<file path="config.mk">
export PLATFORM = sky130hd
export DESIGN_NAME = axi3_arbiter_2to1
export DESIGN_NICKNAME = d
export VERILOG_FILES = /design/src/rtl/axi3_arbiter_2to1.sv
export SDC_FILE = /design/constraint.sdc
export NUM_CORES = 1
export LEC_CHECK = 0
export ABC_AREA = 1
export ABC_CLOCK_PERIOD_IN_PS = 4300
export BUFFER_PORTS_ARGS = -buffer_cell sky130_fd_sc_hd__buf_4
export CAP_MARGIN = 15
export CORE_AREA = 3 3 236 238
export CTS_BUF_LIST = sky130_fd_sc_hd__clkbuf_4 sky130_fd_sc_hd__clkbuf_8
export CTS_CLUSTER_SIZE = 25
export DETAILED_ROUTE_END_ITERATION = 16
export DIE_AREA = 0 0 239 241
export SYNTH_ARGS = -nofsm -noshare
export SYNTH_HDL_FRONTEND = slang
export SYNTH_SLANG_ARGS = --single-unit
</file>
<file path="constraint.sdc">
create_clock -name clk -period 4.3 [get_ports clk]
set_clock_uncertainty 0.1 [all_clocks]
set_input_delay 1.075 -clock clk [delete_from_list [all_inputs] [get_ports clk]]
set_output_delay 1.075 -clock clk [all_outputs]
set_load 0.02 [all_outputs]
</file>
<file path="src/rtl/axi3_arbiter_2to1.sv">
// axi3_arbiter_2to1: round-robin 2:1 AXI3 arbiter, independent read/write paths, one outstanding per path.
module axi3_arbiter_2to1 #(
  parameter int ID_W   = 4,
  parameter int ADDR_W = 32,
  parameter int DATA_W = 32
) (
  input  logic                clk,
  input  logic                rst,
  input  logic [ID_W-1:0]     s0_arid,   s1_arid,
  input  logic [ADDR_W-1:0]   s0_araddr, s1_araddr,
  input  logic [3:0]          s0_arlen,  s1_arlen,
  input  logic [2:0]          s0_arsize, s1_arsize,
  input  logic [1:0]          s0_arburst, s1_arburst,
  input  logic [1:0]          s0_arlock, s1_arlock,
  input  logic [3:0]          s0_arcache, s1_arcache,
  input  logic [2:0]          s0_arprot, s1_arprot,
  input  logic                s0_arvalid, s1_arvalid,
  output logic                s0_arready, s1_arready,
  output logic [ID_W-1:0]     s0_rid,    s1_rid,
  output logic [DATA_W-1:0]   s0_rdata,  s1_rdata,
  output logic [1:0]          s0_rresp,  s1_rresp,
  output logic                s0_rlast,  s1_rlast,
  output logic                s0_rvalid, s1_rvalid,
  input  logic                s0_rready, s1_rready,
  input  logic [ID_W-1:0]     s0_awid,   s1_awid,
  input  logic [ADDR_W-1:0]   s0_awaddr, s1_awaddr,
  input  logic [3:0]          s0_awlen,  s1_awlen,
  input  logic [2:0]          s0_awsize, s1_awsize,
  input  logic [1:0]          s0_awburst, s1_awburst,
  input  logic [1:0]          s0_awlock, s1_awlock,
  input  logic [3:0]          s0_awcache, s1_awcache,
  input  logic [2:0]          s0_awprot, s1_awprot,
  input  logic                s0_awvalid, s1_awvalid,
  output logic                s0_awready, s1_awready,
  input  logic [ID_W-1:0]     s0_wid,    s1_wid,
  input  logic [DATA_W-1:0]   s0_wdata,  s1_wdata,
  input  logic [DATA_W/8-1:0] s0_wstrb,  s1_wstrb,
  input  logic                s0_wlast,  s1_wlast,
  input  logic                s0_wvalid, s1_wvalid,
  output logic                s0_wready, s1_wready,
  output logic [ID_W-1:0]     s0_bid,    s1_bid,
  output logic [1:0]          s0_bresp,  s1_bresp,
  output logic                s0_bvalid, s1_bvalid,
  input  logic                s0_bready, s1_bready,
  output logic [ID_W-1:0]     m_arid,
  output logic [ADDR_W-1:0]   m_araddr,
  output logic [3:0]          m_arlen,
  output logic [2:0]          m_arsize,
  output logic [1:0]          m_arburst,
  output logic [1:0]          m_arlock,
  output logic [3:0]          m_arcache,
  output logic [2:0]          m_arprot,
  output logic                m_arvalid,
  input  logic                m_arready,
  input  logic [ID_W-1:0]     m_rid,
  input  logic [DATA_W-1:0]   m_rdata,
  input  logic [1:0]          m_rresp,
  input  logic                m_rlast,
  input  logic                m_rvalid,
  output logic                m_rready,
  output logic [ID_W-1:0]     m_awid,
  output logic [ADDR_W-1:0]   m_awaddr,
  output logic [3:0]          m_awlen,
  output logic [2:0]          m_awsize,
  output logic [1:0]          m_awburst,
  output logic [1:0]          m_awlock,
  output logic [3:0]          m_awcache,
  output logic [2:0]          m_awprot,
  output logic                m_awvalid,
  input  logic                m_awready,
  output logic [ID_W-1:0]     m_wid,
  output logic [DATA_W-1:0]   m_wdata,
  output logic [DATA_W/8-1:0] m_wstrb,
  output logic                m_wlast,
  output logic                m_wvalid,
  input  logic                m_wready,
  input  logic [ID_W-1:0]     m_bid,
  input  logic [1:0]          m_bresp,
  input  logic                m_bvalid,
  output logic                m_bready
);
  localparam int A_B = ID_W + ADDR_W + 18;
  localparam int R_B = ID_W + DATA_W + 3;
  localparam int W_B = ID_W + DATA_W + DATA_W/8 + 1;
  localparam int B_B = ID_W + 2;
  typedef enum logic [1:0] {R_IDLE, R_ADDR, R_DATA} r_st_t;
  typedef enum logic [1:0] {W_IDLE, W_ADDR, W_DATA, W_RESP} w_st_t;
  r_st_t r_st_q, r_st_d;
  w_st_t w_st_q, w_st_d;
  logic gr_q, gr_d, gw_q, gw_d, last_r_q, last_r_d, last_w_q, last_w_d;
  logic ar_ph, r_ph, aw_ph, w_ph, b_ph;
  logic [A_B-1:0] s0_ar, s1_ar, s0_aw, s1_aw;
  logic [W_B-1:0] s0_w, s1_w;
  logic [R_B-1:0] r_bus;
  logic [B_B-1:0] b_bus;
  assign s0_ar = {s0_arid, s0_araddr, s0_arlen, s0_arsize, s0_arburst, s0_arlock, s0_arcache, s0_arprot};
  assign s1_ar = {s1_arid, s1_araddr, s1_arlen, s1_arsize, s1_arburst, s1_arlock, s1_arcache, s1_arprot};
  assign s0_aw = {s0_awid, s0_awaddr, s0_awlen, s0_awsize, s0_awburst, s0_awlock, s0_awcache, s0_awprot};
  assign s1_aw = {s1_awid, s1_awaddr, s1_awlen, s1_awsize, s1_awburst, s1_awlock, s1_awcache, s1_awprot};
  assign s0_w  = {s0_wid, s0_wdata, s0_wstrb, s0_wlast};
  assign s1_w  = {s1_wid, s1_wdata, s1_wstrb, s1_wlast};
  assign r_bus = {m_rid, m_rdata, m_rresp, m_rlast};
  assign b_bus = {m_bid, m_bresp};
  assign ar_ph = r_st_q == R_ADDR;
  assign r_ph  = r_st_q == R_DATA;
  assign aw_ph = w_st_q == W_ADDR;
  assign w_ph  = w_st_q == W_DATA;
  assign b_ph  = w_st_q == W_RESP;
  // Routing follows the registered grant; unrouted outputs are forced to zero.
  assign {m_arid, m_araddr, m_arlen, m_arsize, m_arburst, m_arlock, m_arcache, m_arprot} = ar_ph ? (gr_q ? s1_ar : s0_ar) : '0;
  assign m_arvalid  = ar_ph;
  assign s0_arready = ar_ph & ~gr_q & m_arready;
  assign s1_arready = ar_ph & gr_q & m_arready;
  assign {s0_rid, s0_rdata, s0_rresp, s0_rlast} = (r_ph & ~gr_q) ? r_bus : '0;
  assign {s1_rid, s1_rdata, s1_rresp, s1_rlast} = (r_ph & gr_q) ? r_bus : '0;
  assign s0_rvalid  = r_ph & ~gr_q & m_rvalid;
  assign s1_rvalid  = r_ph & gr_q & m_rvalid;
  assign m_rready   = r_ph & (gr_q ? s1_rready : s0_rready);
  assign {m_awid, m_awaddr, m_awlen, m_awsize, m_awburst, m_awlock, m_awcache, m_awprot} = aw_ph ? (gw_q ? s1_aw : s0_aw) : '0;
  assign m_awvalid  = aw_ph;
  assign s0_awready = aw_ph & ~gw_q & m_awready;
  assign s1_awready = aw_ph & gw_q & m_awready;
  assign {m_wid, m_wdata, m_wstrb, m_wlast} = w_ph ? (gw_q ? s1_w : s0_w) : '0;
  assign m_wvalid   = w_ph & (gw_q ? s1_wvalid : s0_wvalid);
  assign s0_wready  = w_ph & ~gw_q & m_wready;
  assign s1_wready  = w_ph & gw_q & m_wready;
  assign {s0_bid, s0_bresp} = (b_ph & ~gw_q) ? b_bus : '0;
  assign {s1_bid, s1_bresp} = (b_ph & gw_q) ? b_bus : '0;
  assign s0_bvalid  = b_ph & ~gw_q & m_bvalid;
  assign s1_bvalid  = b_ph & gw_q & m_bvalid;
  assign m_bready   = b_ph & (gw_q ? s1_bready : s0_bready);
  always_comb begin
    r_st_d   = r_st_q;
    gr_d     = gr_q;
    last_r_d = last_r_q;
    w_st_d   = w_st_q;
    gw_d     = gw_q;
    last_w_d = last_w_q;
    case (r_st_q)
      R_IDLE: if (s0_arvalid | s1_arvalid) begin
        r_st_d = R_ADDR;
        gr_d   = (s0_arvalid & s1_arvalid) ? ~last_r_q : s1_arvalid;
      end
      R_ADDR: if (m_arready) begin
        r_st_d   = R_DATA;
        last_r_d = gr_q;
      end
      R_DATA: if (m_rvalid & m_rready & m_rlast) r_st_d = R_IDLE;
      default: r_st_d = R_IDLE;
    endcase
    case (w_st_q)
      W_IDLE: if (s0_awvalid | s1_awvalid) begin
        w_st_d = W_ADDR;
        gw_d   = (s0_awvalid & s1_awvalid) ? ~last_w_q : s1_awvalid;
      end
      W_ADDR: if (m_awready) begin
        w_st_d   = W_DATA;
        last_w_d = gw_q;
      end
      W_DATA: if (m_wvalid & m_wready & m_wlast) w_st_d = W_RESP;
      W_RESP: if (m_bvalid & m_bready) w_st_d = W_IDLE;
      default: w_st_d = W_IDLE;
    endcase
  end
  always_ff @(posedge clk or posedge rst) begin
    if (rst) begin
      r_st_q   <= R_IDLE;
      w_st_q   <= W_IDLE;
      gr_q     <= 1'b0;
      gw_q     <= 1'b0;
      last_r_q <= 1'b1;
      last_w_q <= 1'b1;
    end else begin
      r_st_q   <= r_st_d;
      w_st_q   <= w_st_d;
      gr_q     <= gr_d;
      gw_q     <= gw_d;
      last_r_q <= last_r_d;
      last_w_q <= last_w_d;
    end
  end
endmodule

</file>
======== Yosys cells after proc, flatten, opt, wreduce, memory -nomap -nowiden ========
Cells that the tools add are included.
operators by class
  reduce and logical (&&, ||, !) cells .... 8
  equality and inequality tests ........... 12
  muxes and demuxes ....................... 24
  bitwise logic cells ..................... 36
operators by type and width
  kind                                                 number
  two-way mux 54 bit                                   4
  two-way mux 41 bit                                   2
  two-way mux 39 bit                                   2
  AND 1 bit                                            30
  two-way mux 2 bit                                    7
  two-way mux 6 bit                                    2
  != test 2 bit, second input constant                 4
  one-hot mux 2 bit (4 select lines)                   1
  AND reduction 2 bit                                  4
  equality test 2 bit, second input constant           3
  != test 2 x 1 -> 1 bit, second input constant        3
  one-hot mux 2 bit (3 select lines)                   1
  two-way mux 1 bit                                    5
  equality test 2 x 1 -> 1 bit, second input constant  2
  zero test 2 bit                                      2
  NOT 1 bit                                            4
  AND reduction 4 bit                                  1
  AND reduction 3 bit                                  1
  bitwise OR 1 bit                                     2
word-level totals
  bits of input ports ..................... 360
  word-level logic and storage cells ...... 86
  bits in registers ....................... 8
  output and inout port bits .............. 254

======== Depth between registers and ports, before layout ========
  depth in word-level cells ............... 6
  depth in mapped cells ................... 10
  depth with buffers taken out ............ 9

======== Worst setup path after synthesis ========
Ideal clock, no wire load.
  path type ............................... in2out
  from .................................... input m_arready
  to ...................................... output s0_arready
  data required time ...................... 3.125 ns
  path slack .............................. 1.582 ns
  stages on the path ...................... 4
  arrival ................................. 1.543 ns
  buffers on the path ..................... 0
  path through ............................ inv_1 -> nor2_1 -> inv_1 -> nor2_1
on the way
  cells in the longest elaborated chain, start to end .. 1
RTL lines
  item         line  source
  from (decl)  54    input logic m_arready,
  AND 1 bit    112   assign s0_arready = ar_ph & ~gr_q & m_arready;
  to (decl)    18    output logic s0_arready, s1_arready,
No other way between the ends.

======== Worst setup path after layout ========
  from .................................... register gw_q
  to ...................................... output s0_bid[3]
on the way
  cells in the longest elaborated chain, start to end .. 3
RTL lines
  item                    line  source
  from (decl)             90    logic gr_q, gr_d, gw_q, gw_d, last_r_q, last_r_d, last_w_q, last_w_d;
  from (signal assigned)  177   gw_q <= gw_d;
  NOT 1 bit               127   assign {s0_bid, s0_bresp} = (b_ph & ~gw_q) ? b_bus : '0;
  AND 1 bit               127
  two-way mux 6 bit       127
  to (decl)               41    output logic [ID_W-1:0] s0_bid, s1_bid,
No other way between the ends.

==> metrics.md <==
| Metric | Value |
|---|---|
| I/O pins | 614 |
| Sink of the worst hold path | last_r_q$_DFFE_PP1P_ |
| GRT Residual Overflow | 0 |
| CP arrival | 2170 ps |
| Seq/Total Area, Yosys | 5.70% |
| # Post-CTS Setup Buffers | 0 |
| WL met3 | 2600 µm |
| Drt pass-1 iters | 4 |
| Hpwl dp | 26000 µm |
| Reg2reg end | w_st_q[1]$_DFFE_PP0P_ |
| CTS tree | done |
| PD cells | 499 nW/µm² |
| Main flop type after synthesis | dfrtp_1 |
| Die H | 241 µm |
| Syn avg cell area | 4.78 µm² |
| Hold Path Cell Cnt | 2 |
| Share of layout cells above drive strength 1 | 50.2% |
| Largest net degree at the start of global routing | 75 |
| Syn. warnings | 0 |
| Die area | 57600 µm² |
| Syn Nets | 1108 |
| Cell row count | 85 |
| Slew margin rel. | 61.0% |
| Final worst-path cycle share | 77.8% |
| Max Fanout on Critical Path | 36 |
| Critical Path Start Type | flop |
| Finish-stage setup viols | 0 |
| Total core area | 53800 µm² |
| Internal power | 1.68 mW |
| M1 WL | 11600 µm |
| HP Class | flop to flop |
| Vias in the first global route | 6127 |
| Initial Utilization | 6.61% |
| CP Data Required Time | 3120 ps |
| Overall Power | 4.39 mW |
| Synth Register Bits | 8 |
| Setup CP Type | flop to primary output |
| P_leak | 5.03 nW |
| Net count reported at finish | 1668 |
| Clock Power Share | 2.2% |
| Max Cap Violations | 0 |
| Top-area cell type share of the netlist area | 27.9% |
| Post-synth top area cell | nand3_1 |
| Syn Inst Count | 744 |
| Routed Antenna Nets | 0 |
| Vias per cell | 3.44 |
| Num CTS Buffers | 3 |
| Nature of the critical path endpoint | primary output |
| Clock Sinks | 8 |
| First-pass GRT wire length | 38800 µm |
| VDD IR max | 0.000198 V |
| Met2 wire length | 15500 µm |
| CTS Buffer Depth | 2 |
| Final hold vios | 0 |
| Total number of vias | 6867 |
| Post-CTS Resized | 0 |
| Slew Viols, Final | 0 |
| Combinational fraction of design power | 92.4% |
| Worst-Margin Slew | 583 ps |
| RSZ-0062 raised after global routing | false |
| Reg2Reg Launch Point | gw_q$_DFFE_PP0P_ |
| Setup TNS | 0 ps |
| Area contributors post-synth | nand3_1 28%, nand2_1 25%, nor2_1 11% |
| Top sig layer | met4 |
| H-tree Lvls | 1 |
| Final GP Congestion | 0.836 |
| Fin crit period | 3350 ps |
| Async SR Flop Fraction | 100% |
| WL per Instance | 15.0 µm |
| Achievable Freq | 299 MHz |
| Reg-to-reg setup timing slack | 2150 ps |
| Switch share | 61.8% |
| Count of different cell masters after synthesis | 22 |
| Min-delay src | last_r_q$_DFFE_PP1P_ |
| Root Driver | clkbuf_8 |
| Number of I/O port buffers | 613 |
| Hold-fix buffers, CTS | 0 |
| DRT iter0 DRCs | 277 |
| Residual DRC count | 0 |
| Mapped Area | 3560 µm² |
| Outcome | complete, no violations |
| R2R depth | 9 |
| Total Routing Usage GR | 8.98% |
| Final wirelength | 30000 µm |
| Initial antenna violation count | 1 |
| Area added between synthesis and finish | 147% |
| Flop pwr share | 5.3% |
| Switching power | 2.71 mW |
| Chip Width | 239 µm |
| Worst-Skew Late Latency | 240 ps |
| Worst-path clk slew | 50 ps |
| Post-synth EDFFs | 0 |
## cells in the final DEF (no fill, tap or decap), drive strengths merged, types with 2 or more instances in the layout
cell type  count
a21oi         56
buf          625
clkbuf         3
dfrtp          6
dfstp          2
ha             4
inv           59
nand2        234
nand3        199
nor2         106
o21ai          4
## how the worst max path moves through the flow
stage / startpoint / to / cells after the start
CTS: gw_q$_DFFE_PP0P_ / s0_bid[3] / 4
floorplan: m_arready / s0_arready / 4
global route: gw_q$_DFFE_PP0P_ / s0_bid[1] / 4
global placement: gw_q$_DFFE_PP0P_ / s0_bid[1] / 4
detailed placement: gw_q$_DFFE_PP0P_ / s0_bid[3] / 4
finish: gw_q$_DFFE_PP0P_ / s0_bid[3] / 4
## metrics by stage
stage / cell area [µm²] / utilization [%] / hold WS, ps / setup slack [ps] / instances
floorplan: 3560 / - / 353 / 1580 / 744
global placement: 8750 / 16.3 / 373 / 1090 / 1995
detailed placement: 8750 / 16.3 / 373 / 1100 / 1995
CTS: 8790 / 16.3 / 379 / 812 / 1998
global route: 8790 / 16.3 / 388 / 721 / 1998
finish: 8790 / 16.3 / 378 / 953 / 1999
## routing by layer
metal	global-route usage (%)	up-vias
met2	17.0	382
met1	10.6	2989
met4	0.916	0
met5	0	-
met3	2.15	10
li1	-	3486
## critical path: stages (launching register included)
cell and delay (ps):
dfrtp_4 690, clkinv_2 390, nand2_1 560, nor2_1 90, buf_4 180
## power groups by stage
stage	sequential, mW	clock, mW	combinational (mW)
2_1_floorplan	0.147	0	2.49
3_3_place_gp	0.242	0	4.12
3_5_place_dp	0.242	0	4.11
4_1_cts	0.241	0.111	4.12
5_1_grt	0.252	0.113	4.40
6_report	0.235	0.0984	4.06
## layout make-up
class,instances,area [µm²]
antenna,1,2.50
multi-input combinational,606,2720
timing repair buffer,625,4730
clock buffer,3,41.3
sequential,8,208
inverter,60,226
fill,6273,45000
tap,696,871
## sequential cells by signal, indices dropped and copies added, names as in the netlist
name and cells:
gr_q 1, gw_q 1, last_r_q 1, last_w_q 1
r_st_q 2, w_st_q 2
## kinds of logic after synthesis
family	after synthesis	synth area share [%]
flip-flops	8	5.70
adder cells (fa/ha/maj)	4	1.41
AND/OR/NAND/NOR	541	64.9
buffers and inverters	130	18.4
AO/OA/AOI/OAI	61	9.67
## cells in the mapped netlist, types with 4 or more instances
cell type and number:
buf_2 33, ha_1 4, inv_1 57, nand2_1 233
nor2_1 104, a21oi_1 46, dfrtp_1 6, buf_4 5
clkbuf_1 18, a21oi_2 10, nand3_1 198, buf_6 14
(Power assumes the default switching activity.)
